File: config.mk
export PLATFORM = sky130hd
export DESIGN_NAME = multicycle_control_fsm
export DESIGN_NICKNAME = d
export VERILOG_FILES = /design/src/rtl/multicycle_control_fsm_pkg.sv /design/src/rtl/mem_wait_timer.sv /design/src/rtl/multicycle_control_fsm.sv
export SDC_FILE = /design/constraint.sdc
export NUM_CORES = 1
export LEC_CHECK = 0
export CORE_MARGIN = 10
export CORE_UTILIZATION = 47
export CTS_CLUSTER_DIAMETER = 120
export DETAILED_ROUTE_END_ITERATION = 16
export GPL_ROUTABILITY_DRIVEN = 0
export PLACE_DENSITY_LB_ADDON = 0.15
export SYNTH_ARGS = -nofsm -noshare
export SYNTH_HDL_FRONTEND = slang
export SYNTH_HIERARCHICAL = 1
export SYNTH_SLANG_ARGS = --single-unit
File: constraint.sdc
create_clock -name clk -period 2.3 [get_ports clk]
set_input_delay 0.23 -clock clk [delete_from_list [all_inputs] [get_ports clk]]
set_output_delay 0.23 -clock clk [all_outputs]
set_load 0.01 [all_outputs]
File: src/rtl/multicycle_control_fsm_pkg.sv
// Shared definitions for the multi-cycle MIPS control FSM: state codes, opcodes,
// ALU/mux select encodings and a helper that identifies memory-wait states.
package multicycle_control_fsm_pkg;

    typedef enum logic [3:0] {
        S_IDLE     = 4'd0,
        S_FETCH    = 4'd1,
        S_DECODE   = 4'd2,
        S_MEM_ADDR = 4'd3,
        S_MEM_RD   = 4'd4,
        S_MEM_WB   = 4'd5,
        S_MEM_WR   = 4'd6,
        S_R_EXEC   = 4'd7,
        S_R_WB     = 4'd8,
        S_BRANCH   = 4'd9,
        S_JUMP     = 4'd10,
        S_HALT     = 4'd11,
        S_I_EXEC   = 4'd12,
        S_I_WB     = 4'd13
    } state_t;

    localparam logic [5:0] OP_RTYPE = 6'b000000;
    localparam logic [5:0] OP_LW    = 6'b100011;
    localparam logic [5:0] OP_SW    = 6'b101011;
    localparam logic [5:0] OP_BEQ   = 6'b000100;
    localparam logic [5:0] OP_J     = 6'b000010;
    localparam logic [5:0] OP_ADDI  = 6'b001000;

    localparam logic [1:0] ALU_ADD   = 2'b00;
    localparam logic [1:0] ALU_SUB   = 2'b01;
    localparam logic [1:0] ALU_FUNCT = 2'b10;

    localparam logic [1:0] SRCB_B      = 2'b00;
    localparam logic [1:0] SRCB_FOUR   = 2'b01;
    localparam logic [1:0] SRCB_IMM    = 2'b10;
    localparam logic [1:0] SRCB_IMM_SH = 2'b11;

    localparam logic [1:0] PCSRC_ALU    = 2'b00;
    localparam logic [1:0] PCSRC_ALUOUT = 2'b01;
    localparam logic [1:0] PCSRC_JUMP   = 2'b10;

    // States that hold a memory request open until mem_ready arrives
    function automatic logic is_wait_state(input state_t s);
        return (s == S_FETCH) || (s == S_MEM_RD) || (s == S_MEM_WR);
    endfunction

endpackage

File: src/rtl/mem_wait_timer.sv
// Counts consecutive cycles spent waiting on memory; expired flags the cycle
// in which the LIMIT-th waiting cycle would complete without a ready.
module mem_wait_timer #(
    parameter int LIMIT = 16
) (
    input  logic clk,
    input  logic reset,
    input  logic clear,
    input  logic en,
    output logic expired
);

    localparam int CW = $clog2(LIMIT + 1);

    logic [CW-1:0] count;

    // Saturates at LIMIT so a held enable can never wrap back into range
    always_ff @(posedge clk or posedge reset) begin
        if (reset) begin
            count <= '0;
        end else if (clear) begin
            count <= '0;
        end else if (en && (count != CW'(LIMIT))) begin
            count <= count + CW'(1);
        end
    end

    assign expired = en && (count == CW'(LIMIT - 1));

endmodule

File: src/rtl/multicycle_control_fsm.sv
// Multi-cycle MIPS main control FSM with memory-wait watchdog and retired counter.
// Define CTRL_ADDI_EN to add the addi (I_EXEC/I_WB) path; otherwise addi is illegal.
module multicycle_control_fsm
    import multicycle_control_fsm_pkg::*;
#(
    parameter int OP_W    = 6,
    parameter int TMO_CYC = 16,
    parameter int CNT_W   = 32
) (
    input  logic             clk,
    input  logic             reset,
    input  logic [OP_W-1:0]  op,
    input  logic             mem_ready,
    output logic             pc_write,
    output logic             pc_write_cond,
    output logic             i_or_d,
    output logic             mem_read,
    output logic             mem_write,
    output logic             ir_write,
    output logic             mem_to_reg,
    output logic             reg_dst,
    output logic             reg_write,
    output logic             alu_src_a,
    output logic [1:0]       alu_src_b,
    output logic [1:0]       alu_op,
    output logic [1:0]       pc_source,
    output logic [3:0]       state,
    output logic             illegal_op,
    output logic             mem_timeout,
    output logic [CNT_W-1:0] retired
);

    state_t state_q, state_d;
    logic   retire, illegal_hit, tmo_expired, wait_en;

    assign wait_en = is_wait_state(state_q) && !mem_ready;
    assign state   = state_q;

    mem_wait_timer #(.LIMIT(TMO_CYC)) u_wait_timer (
        .clk     (clk),
        .reset   (reset),
        .clear   (!wait_en),
        .en      (wait_en),
        .expired (tmo_expired)
    );

    always_ff @(posedge clk or posedge reset) begin
        if (reset) begin
            state_q <= S_IDLE;
        end else begin
            state_q <= state_d;
        end
    end

    // A ready arriving on the final allowed cycle takes priority over the watchdog
    always_comb begin
        state_d     = state_q;
        retire      = 1'b0;
        illegal_hit = 1'b0;
        case (state_q)
            S_IDLE:   state_d = S_FETCH;
            S_FETCH: begin
                if (mem_ready)        state_d = S_DECODE;
                else if (tmo_expired) state_d = S_HALT;
            end
            S_DECODE: begin
                case (op)
                    OP_W'(OP_RTYPE):            state_d = S_R_EXEC;
                    OP_W'(OP_LW), OP_W'(OP_SW): state_d = S_MEM_ADDR;
                    OP_W'(OP_BEQ):              state_d = S_BRANCH;
                    OP_W'(OP_J):                state_d = S_JUMP;
`ifdef CTRL_ADDI_EN
                    OP_W'(OP_ADDI):             state_d = S_I_EXEC;
`endif
                    default: begin
                        state_d     = S_HALT;
                        illegal_hit = 1'b1;
                    end
                endcase
            end
            S_MEM_ADDR: state_d = (op == OP_W'(OP_LW)) ? S_MEM_RD : S_MEM_WR;
            S_MEM_RD: begin
                if (mem_ready)        state_d = S_MEM_WB;
                else if (tmo_expired) state_d = S_HALT;
            end
            S_MEM_WR: begin
                if (mem_ready) begin
                    state_d = S_FETCH;
                    retire  = 1'b1;
                end else if (tmo_expired) begin
                    state_d = S_HALT;
                end
            end
            S_R_EXEC: state_d = S_R_WB;
            S_I_EXEC: state_d = S_I_WB;
            S_MEM_WB, S_R_WB, S_I_WB, S_BRANCH, S_JUMP: begin
                state_d = S_FETCH;
                retire  = 1'b1;
            end
            S_HALT:   state_d = S_HALT;
            default:  state_d = S_HALT;
        endcase
    end

    always_comb begin
        pc_write      = 1'b0;
        pc_write_cond = 1'b0;
        i_or_d        = 1'b0;
        mem_read      = 1'b0;
        mem_write     = 1'b0;
        ir_write      = 1'b0;
        mem_to_reg    = 1'b0;
        reg_dst       = 1'b0;
        reg_write     = 1'b0;
        alu_src_a     = 1'b0;
        alu_src_b     = SRCB_B;
        alu_op        = ALU_ADD;
        pc_source     = PCSRC_ALU;
        case (state_q)
            S_FETCH: begin
                mem_read  = 1'b1;
                alu_src_b = SRCB_FOUR;
                ir_write  = mem_ready;
                pc_write  = mem_ready;
            end
            S_DECODE:   alu_src_b = SRCB_IMM_SH;
            S_MEM_ADDR, S_I_EXEC: begin
                alu_src_a = 1'b1;
                alu_src_b = SRCB_IMM;
            end
            S_MEM_RD: begin
                mem_read = 1'b1;
                i_or_d   = 1'b1;
            end
            S_MEM_WB: begin
                reg_write  = 1'b1;
                mem_to_reg = 1'b1;
            end
            S_MEM_WR: begin
                mem_write = 1'b1;
                i_or_d    = 1'b1;
            end
            S_R_EXEC: begin
                alu_src_a = 1'b1;
                alu_op    = ALU_FUNCT;
            end
            S_R_WB: begin
                reg_write = 1'b1;
                reg_dst   = 1'b1;
            end
            S_I_WB:     reg_write = 1'b1;
            S_BRANCH: begin
                alu_src_a     = 1'b1;
                alu_op        = ALU_SUB;
                pc_write_cond = 1'b1;
                pc_source     = PCSRC_ALUOUT;
            end
            S_JUMP: begin
                pc_write  = 1'b1;
                pc_source = PCSRC_JUMP;
            end
            default: ;
        endcase
    end

    always_ff @(posedge clk or posedge reset) begin
        if (reset) begin
            illegal_op  <= 1'b0;
            mem_timeout <= 1'b0;
            retired     <= '0;
        end else begin
            if (illegal_hit) illegal_op  <= 1'b1;
            if (tmo_expired) mem_timeout <= 1'b1;
            if (retire)      retired     <= retired + CNT_W'(1);
        end
    end

endmodule
# Yosys cells after proc, flatten, opt, wreduce, memory -nomap -nowiden
# Cells that the tools add are included.
# word_totals
rom_bits	0
latchBits	0
elab_cells	69
ram_bits	0
out_inout_bits	54
mem_count	0
ff_bits	43
in_bits	9
# classes
magnitude_cmp	0
n_div	0
n_addsub	2
eq_ne	19
n_mux	26
n_reduce_logical	17
shifts	0
n_bitwise	0
n_mul	0
# ops
op	count
$add A32 B1 Y32 const B	1
$pmux W4 S8	1
$eq A4 B4 Y1 const B	5
$eq A4 B3 Y1 const B	4
$mux W4	4
$pmux W4 S4	1
$eq A6 B6 Y1 const B	2
$mux W1	12
$mux W5	2
$reduce_or A5 Y1	2
$eq A4 B2 Y1 const B	2
$pmux W2 S2	2
$reduce_or A2 Y1	4
$eq A6 B2 Y1 const B	1
$eq A6 B3 Y1 const B	1
$logic_not A6 Y1	1
$pmux W2 S3	1
$reduce_or A6 Y1	1
$add A5 B1 Y5 const B	1
$eq A5 B4 Y1 const B	1
$ne A5 B5 Y1 const B	1
$eq A4 B1 Y1 const B	1
$logic_not A4 Y1	1
$pmux W1 S2	2
7 further kinds	10

# Logic depth before layout (Yosys ltp)
# Gate-level depths: netlist of run 1.
# logic_depth
word_depth	8
mapped_depth	9
ltp_nobuf	9

# By module
# Netlist of run 1, hierarchy kept.
# modules_own_cells
module	seq_area_each_um2	cells_per_inst	instances	area_per_inst_um2
multicycle_control_fsm	950.9	205	1	2023.2
mem_wait_timer	125.1	31	1	304.0

# Least setup slack after synthesis of run 1
# No wires, ideal clock.
# synth_timing
path_kind	flip-flop to flip-flop
start	register state_q[0] (netlist: state[0])
end	register state_q[0] (netlist: state[0])
setup_time_ns	0.131
synth_period_minus_slack_ns	2.069
path_stages_with_launch	10
arrival_ns	1.938
required_ns	2.169
path_slack_ns	0.231
path_buffers	1
path_cell_list	dfrtp_1 buf_1 nand2b_1 o21ai_0 nand2_1 inv_1 and2_1 o31ai_1 a21oi_1 or3_1
# synth_between
elab_chain_len	8
elab_cells_between_ends	23
classes_between	12 x eq/ne; 5 x mux; 6 x reduce/logical
# synth_rtl
element	line_no	source
start: declaration	multicycle_control_fsm.sv:33	state_t state_q, state_d;
start signal: assignment	multicycle_control_fsm.sv:51	state_q <= state_d;
$eq A4 B1 Y1 / $eq A4 B3 Y1 (equally long branches)	multicycle_control_fsm_pkg.sv:44	return (s == S_FETCH) || (s == S_MEM_RD) || (s == S_MEM_WR);
$logic_or A1 B1 Y1	multicycle_control_fsm_pkg.sv:44	
$logic_or A1 B1 Y1 *	multicycle_control_fsm_pkg.sv:44	
$logic_and A1 B1 Y1 *	multicycle_control_fsm.sv:36	assign wait_en = is_wait_state(state_q) && !mem_ready;
named net wait_en	multicycle_control_fsm.sv:34	logic retire, illegal_hit, tmo_expired, wait_en;
$logic_and A1 B1 Y1 *	mem_wait_timer.sv:28	assign expired = en && (count == CW'(LIMIT - 1));
named net tmo_expired	multicycle_control_fsm.sv:34	
$mux W4 *	--	
$mux W4 (on tied branches)	--	
$pmux W4 S8 *	multicycle_control_fsm.sv:60	case (state_q)
named net state_d[0]	multicycle_control_fsm.sv:33	
# Mark *: on every way through the listed nets, which the timed path passes. The rest lies on a longest branch.
# A chain may end at the register's enable or synchronous reset.

# Worst setup path after layout of run 1
# layout_timing
start	register state_q[2] (netlist: state[2])
end	output port pc_write
# layout_between
elab_chain_len	2
elab_cells_between_ends	3
classes_between	2 x eq/ne; 1 x mux
# layout_rtl
element	line_no	source
$eq A4 B4 Y1 / $eq A4 B1 Y1 (equally long branches)	multicycle_control_fsm.sv:119	case (state_q)
$pmux W1 S2 *	multicycle_control_fsm.sv:119	
end: declaration	multicycle_control_fsm.sv:14	output logic pc_write,
# Mark *: on every way between the ends. The rest lies on a longest branch, timed or not.

==> results of run 1 <==
-- final cells by class --
class | count | area [µm²] | area share, %
flip-flops and latches | 43 | 1080 | 33.9
repair buffers | 71 | 701 | 22.1
multi-input cells | 174 | 1160 | 36.7
inverters | 12 | 45.0 | 1.42
well taps | 67 | 83.8 | 2.64
clock inverters | 1 | 30.0 | 0.946
clock buffers | 6 | 72.6 | 2.29
-- flip-flops by register name, indices dropped and copies added, names as in the netlist --
register / flops
mem_timeout: 1
retired: 32
state: 4
illegal_op: 1
u_wait_timer/count: 5
-- per-stage QoR --
| step | instances | setup WS [ns] | util (%) | cell area, µm² |
|---|---|---|---|---|
| floorplan | 236 | 0.231 | - | 2330 |
| global placement | 367 | 0.208 | 64.5 | 3070 |
| detailed placement | 367 | 0.142 | 64.5 | 3070 |
| CTS | 374 | 0.0734 | 66.7 | 3170 |
| global route | 374 | 0.0143 | 66.7 | 3170 |
| finish | 374 | 0.101 | 66.7 | 3170 |
-- report_power, final --
part	switching [mW]	internal (mW)	total (mW)
Combinational	0.604	0.611	1.22
Clock	0.241	0.318	0.560
Sequential	0.130	0.846	0.976
-- logic make-up (layout without fill, tap and decap cells) --
logic type      after synthesis  count (layout)
xor+xnor                     34              34
buf+inv                      19              90
flops                        43              43
mux                           4               4
compound gates               26              26
fa+ha+maj                     4               4
simple gates                106             106
-- final timing paths --
check	end	slack, ns	cells past startpoint
worst max register to register	state[0]	0.28	7
min in group clk	retired[31]	0.47	1
worst min register to register	retired[31]	0.47	1
max in group asynchronous	retired[18]	1.40	3
worst min-delay path	u_wait_timer/count[4]	0.19	2
worst max-delay path	pc_write	0.10	4
-- cell usage in the layout, fill, tap and decap left out, types with 2 or more instances in the layout --
cell             Yosys  final
a211oi_1             2      2
a211oi_4             2      2
a21oi_1              4      4
a31oi_1              2      2
and2_1               4      4
and3_1               8      8
buf_4                2      8
clkbuf_8             1      5
clkdlybuf4s50_1      0     62
dfrtp_1             43     43
ha_1                 4      4
inv_1               11     11
mux2_2               2      2
nand2_1             18     18
nand2b_1             6      6
nand3_1             11     11
nand4_1             13     13
nand4b_1             2      2
nor2_1              22     21
nor3_1               7      7
nor4_1               2      2
nor4b_1              2      2
o211ai_1             2      2
o21ai_0              4      4
o21bai_1             2      2
or2_2                2      2
or4_1                2      2
xnor2_1             30     30
xor2_1               4      4
-- synth_stat cells, types with 2 or more instances --
cell type and number:
nand2_1 18, and3_1 8, dfrtp_1 43, or2_2 2, xnor2_1 30, buf_4 2
nand4_1 13, o21ai_0 4, a21oi_1 4, nand4b_1 2, nand3_1 11, ha_1 4
o21bai_1 2, and2_1 4, nand2b_1 6, inv_1 11, o211ai_1 2, a211oi_1 2
xor2_1 4, nor2_1 22, or4_1 2, clkbuf_1 3, a211oi_4 2, a31oi_1 2
nor4_1 2, nor3_1 7, mux2_2 2, nor4b_1 2
-- per-layer routing --
| layer | track usage [%] | up-vias | wire [µm] |
|---|---|---|---|
| li1 | - | 965 | - |
| met1 | 14.5 | 938 | 2200 |
| met2 | 23.5 | 43 | 2750 |
| met3 | 5.32 | 6 | 389 |
| met4 | 3.71 | 0 | 42 |
| met5 | 0 | - | 0 |
==> run_results.csv, run 1 <==
group,metric,value,unit
outcome,outcome,"finished, final reports clean",
die,dieArea,0.00817,mm²
route,viasPerCell,5.22,
critical_path,cp_num_buf_inv,1,
die,num_rows,25,
timing,max_slew_margin,41.8,%
critical_path,cpLargestDelayFamily,"simple AND/OR/NAND/NOR gates",
yosys,synth_simple_gate_area_share,24.2,%
clock_network,clk_pin_slew,0.08,ns
timing,rsz0062_at_grt,"false",
critical_path,startpoint_type,"flip-flop",
layout,drive_gt1_share,9.12,%
critical_path,arrival,1.97,ns
yosys,synth.area.top_cells,"dfrtp_1, xnor2_1, nor2_1, nand4_1, nand2_1",
clock_network,cts_tree,"yes",
route,antenna_left,0,
layout,nNetsFinal,320,
yosys,synth_nets,249,
yosys,synth_edf_count,0,
timing,whs,0.187,ns
clock_network,clock_sinks,43,
power,ir_worst_vdd,701,µV
global_routing,grt_pass1_wl,9290,µm
flow_run,cap_viol_max_count,0,
route,vias,1952,
hold_path,hold_path.class,"in2async",
die,core,0.00475,mm²
die,start_util,48.9,%
critical_path,r2r-start,"u_wait_timer/count[0]",
power,finalPower,2.75,mW
route,drtIter0Drc,52,
die,io_pins,63,
critical_path,max_stage_delay,0.52,ns
yosys,synth_compound_area_share,8.76,%
route,first_pass_iters,4,
layout,area_growth,36.3,%
layout,antennaDiodeCount,0,
yosys,synth_ff_type,"dfrtp_1",
yosys,synthesis.area,0.00233,mm²
timing,final_max_slew_viol_count,0,
timing,setup_viol,0,
timing,fin_crit,2.20,ns
clock_network,clockRootBuffer,"clkbuf_8",
timing,max_freq,455,MHz
timing,finalCritPeriodShare,95.6,%
clock_network,cts_setup_buffers,0,
clock_network,clock_latency,0.29,ns
yosys,seq_area_frac_synth,46.2,%
critical_path,critPathCaptureType,"primary output",
critical_path,crit_fanout,11,
critical_path,critPathSlowestCell,"dfrtp_1",
die,die_height,90.4,µm
yosys,synth_largest_area_cell,"dfrtp_1",
timing,worst_slew_pin_slew,0.864,ns
layout,num-fill-cells,396,
placement,portBuffers,62,
route,drc,0,
global_routing,grt_start_max_net_pins,26,
power,leakagePower,1.28,nW
yosys,synthCells,236,
yosys,synth_xor_area_share,12.8,%
die,dieWidth,90.4,µm
yosys,synth_cell_types,48,
placement,dp_hpwl,4270,µm
yosys,avgSynthCellArea,9.86,µm²
route,routed_wl,5380,µm
clock_network,post_cts_resized,0,
power,p_per_area,867,mW/mm²
yosys,synth_top_family_by_area,"simple AND/OR/NAND/NOR gates",
yosys,yosysWarnings,6,
global_routing,grt_pass1_vias,2042,
clock_network,cts_buffers,5,
global_routing,grt_overflow,0,
clock_network,clk_path_buf_depth,2,
yosys,ys_ff_latch,43,
critical_path,worstPathCellList,"nand2b_1 -> nor2_1 -> or2_2 -> clkdlybuf4s50_1",
global_routing,antenna_found_initial,0,
clock_network,holdBufCountCts,0,
clock_network,htree_levels,2,
critical_path,crit_required,2.07,ns
critical_path,path_class,"reg2out",
timing,tns,0,ns
critical_path,critical_path.startpoint,"state[2]",
timing,finClkSkew,0.00311,ns
route,post_drt_wl_per_cell,14.4,µm
yosys,yosys.area.top_type_share,46.2,%
yosys,synth.area.mux_share,2.04,%
timing,finalHoldViolations,0,
global_routing,grt_usage,13.4,%
yosys,synthAdderAreaFrac,2.15,%
yosys,synthArstFlopShare,100,%
No activity file was read; power rests on OpenSTA's default activity.
==> run 2, diff against run 1 <==
- CORE_MARGIN: 10 -> 2
==> run 2 against run 1 <==
Critical path depth did not move. Global-route usage rose by 5.3 points. Sequential cell count did not move. Design area fell by 0.12%. Critical path type unchanged. Final cell count did not move. Largest cell class unchanged. Sequential power rose by 1%. Die area fell by 32%.
==> run_results.csv, run 2 (synthesis results as in run 1) <==
group,metric,value,unit
layout,drive_gt1_share,10.1,%
clock_network,clk_path_buf_depth,2,
placement,portBuffers,62,
route,drc,0,
clock_network,clk_pin_slew,0.08,ns
layout,final_area,0.00317,mm²
layout,multi_input_area,0.00116,mm²
route,antenna_left,0,
die,io_pins,63,
clock_network,clock_sinks,43,
layout,top_register,"retired",
clock_network,cts_tree,"yes",
timing,max_slew_margin,42.4,%
die,start_util,48.9,%
global_routing,grt_overflow,0,
placement,dpl_cell_area,0.00306,mm²
layout,nNetsFinal,319,
route,wl_met2,2410,µm
critical_path,path_class,"reg2out",
critical_path,arrival,1.95,ns
clock_network,clockRootBuffer,"clkbuf_8",
route,dr_wl_met3,192,µm
route,routed_wl,4850,µm
layout,num-fill-cells,409,
layout,final_common_cell,"clkdlybuf4s50_1",
route,routed.top_layer,"met4",
layout,area_growth,36.2,%
timing,setup_viol,0,
global_routing,grt_pass1_vias,1753,
power,p_per_area,853,mW/mm²
flow_run,cap_viol_max_count,0,
route,first_pass_iters,5,
layout,final_cell_mix,"clkdlybuf4s50_1, dfrtp_1, xnor2_1",
timing,rsz0062_at_grt,"false",
die,num_rows,25,
critical_path,critPathCaptureType,"primary output",
timing,max_freq,458,MHz
clock_network,htree_levels,2,
die,dieArea,0.00553,mm²
global_routing,antenna_found_initial,0,
timing,tns,0,ns
timing,finalCritPeriodShare,95.0,%
die,dieWidth,74.4,µm
power,leakagePower,1.28,nW
power,ir_worst_vdd,635,µV
global_routing,grt_usage,18.6,%
critical_path,crit_required,2.07,ns
timing,final_max_slew_viol_count,0,
route,vias,1926,
route,viasPerCell,5.15,
timing,finalHoldViolations,0,
timing,fin_crit,2.18,ns
die,die_height,74.4,µm
critical_path,crit_fanout,10,
layout,antennaDiodeCount,0,
critical_path,startpoint_type,"flip-flop",
clock_network,holdBufCountCts,0,
clock_network,clock_latency,0.30,ns
timing,worst_slew_pin_slew,0.854,ns
hold_path,hold_path.class,"in2async",
placement,dp_hpwl,3660,µm
route,post_drt_wl_per_cell,13.0,µm
clock_network,cts_buffers,5,
die,core,0.00475,mm²
global_routing,grt_start_max_net_pins,29,
route,routedLengthMet1,2180,µm
route,drtIter0Drc,49,
global_routing,grt_pass1_wl,7960,µm
layout,largest_reg_flops,32,
timing,finClkSkew,0.00738,ns
outcome,outcome,"finished, final reports clean",
layout,ff_latch_area,0.00108,mm²
[run 2: cell count changes in the layout (fill, tap and decap cells not counted), sizes merged]
| cell | delta |
|---|---|
| clkinvlp | +1 |
| bufinv | -1 |
| buf | -1 |
| clkbuf | +1 |
[run 2: routing by layer]
metal	vias up	track usage, %
li1	958	-
met1	915	24.3
met2	47	30.7
met3	6	4.20
met4	0	6.55
met5	-	0
[run 2: layout make-up]
| class | instances | area share, % |
|---|---|---|
| Tap cell | 67 | 2.65 |
| Multi-Input combinational cell | 174 | 36.8 |
| Sequential cell | 43 | 34.0 |
| Clock buffer | 7 | 3.04 |
| Clock inverter | 1 | 0.237 |
| Inverter | 12 | 1.42 |
| Timing Repair Buffer | 70 | 21.9 |
[run 2: worst paths after layout]
path,start,to,slack [ns],cells after the start
worst max-delay path,state[0],pc_write,0.12,4
worst min-delay path,reset,u_wait_timer/count[1],0.17,2
worst max register to register,retired[3],retired[18],0.28,5
worst min register to register,retired[31],retired[31],0.48,1
max in group asynchronous,reset,retired[22],1.50,3
min in group clk,retired[31],retired[31],0.48,1
[run 2: worst max-delay path, stage by stage, from the launching register on]
cell	delay, ns
dfrtp_2	0.48
and2b_1	0.23
and3_1	0.21
or2_2	0.27
clkdlybuf4s50_1	0.48
[run 2: repair_timing]
action	in CTS	in global routing
resized for setup	1	2
pin swaps	0	0
buffers inserted	0	0
setup endpoints to repair	1	3
[run 2: report_power, final]
part | switching, mW | total (mW) | internal (mW)
clock | 0.259 | 0.532 | 0.273
combinational | 0.581 | 1.18 | 0.602
sequential | 0.138 | 0.987 | 0.849
[run 2: through the flow]
stage	hold WS, ns	utilization [%]	total power, mW	instances	worst slack [ns]
final	0.171	66.7	2.70	374	0.115
after global routing	0.208	66.7	2.88	374	0.0210
after CTS	0.186	66.6	2.72	374	0.0268
after detailed placement	0.452	64.4	2.18	366	0.168
after global placement	0.462	64.4	2.17	366	0.198
after floorplan	0.00852	-	1.64	236	0.231
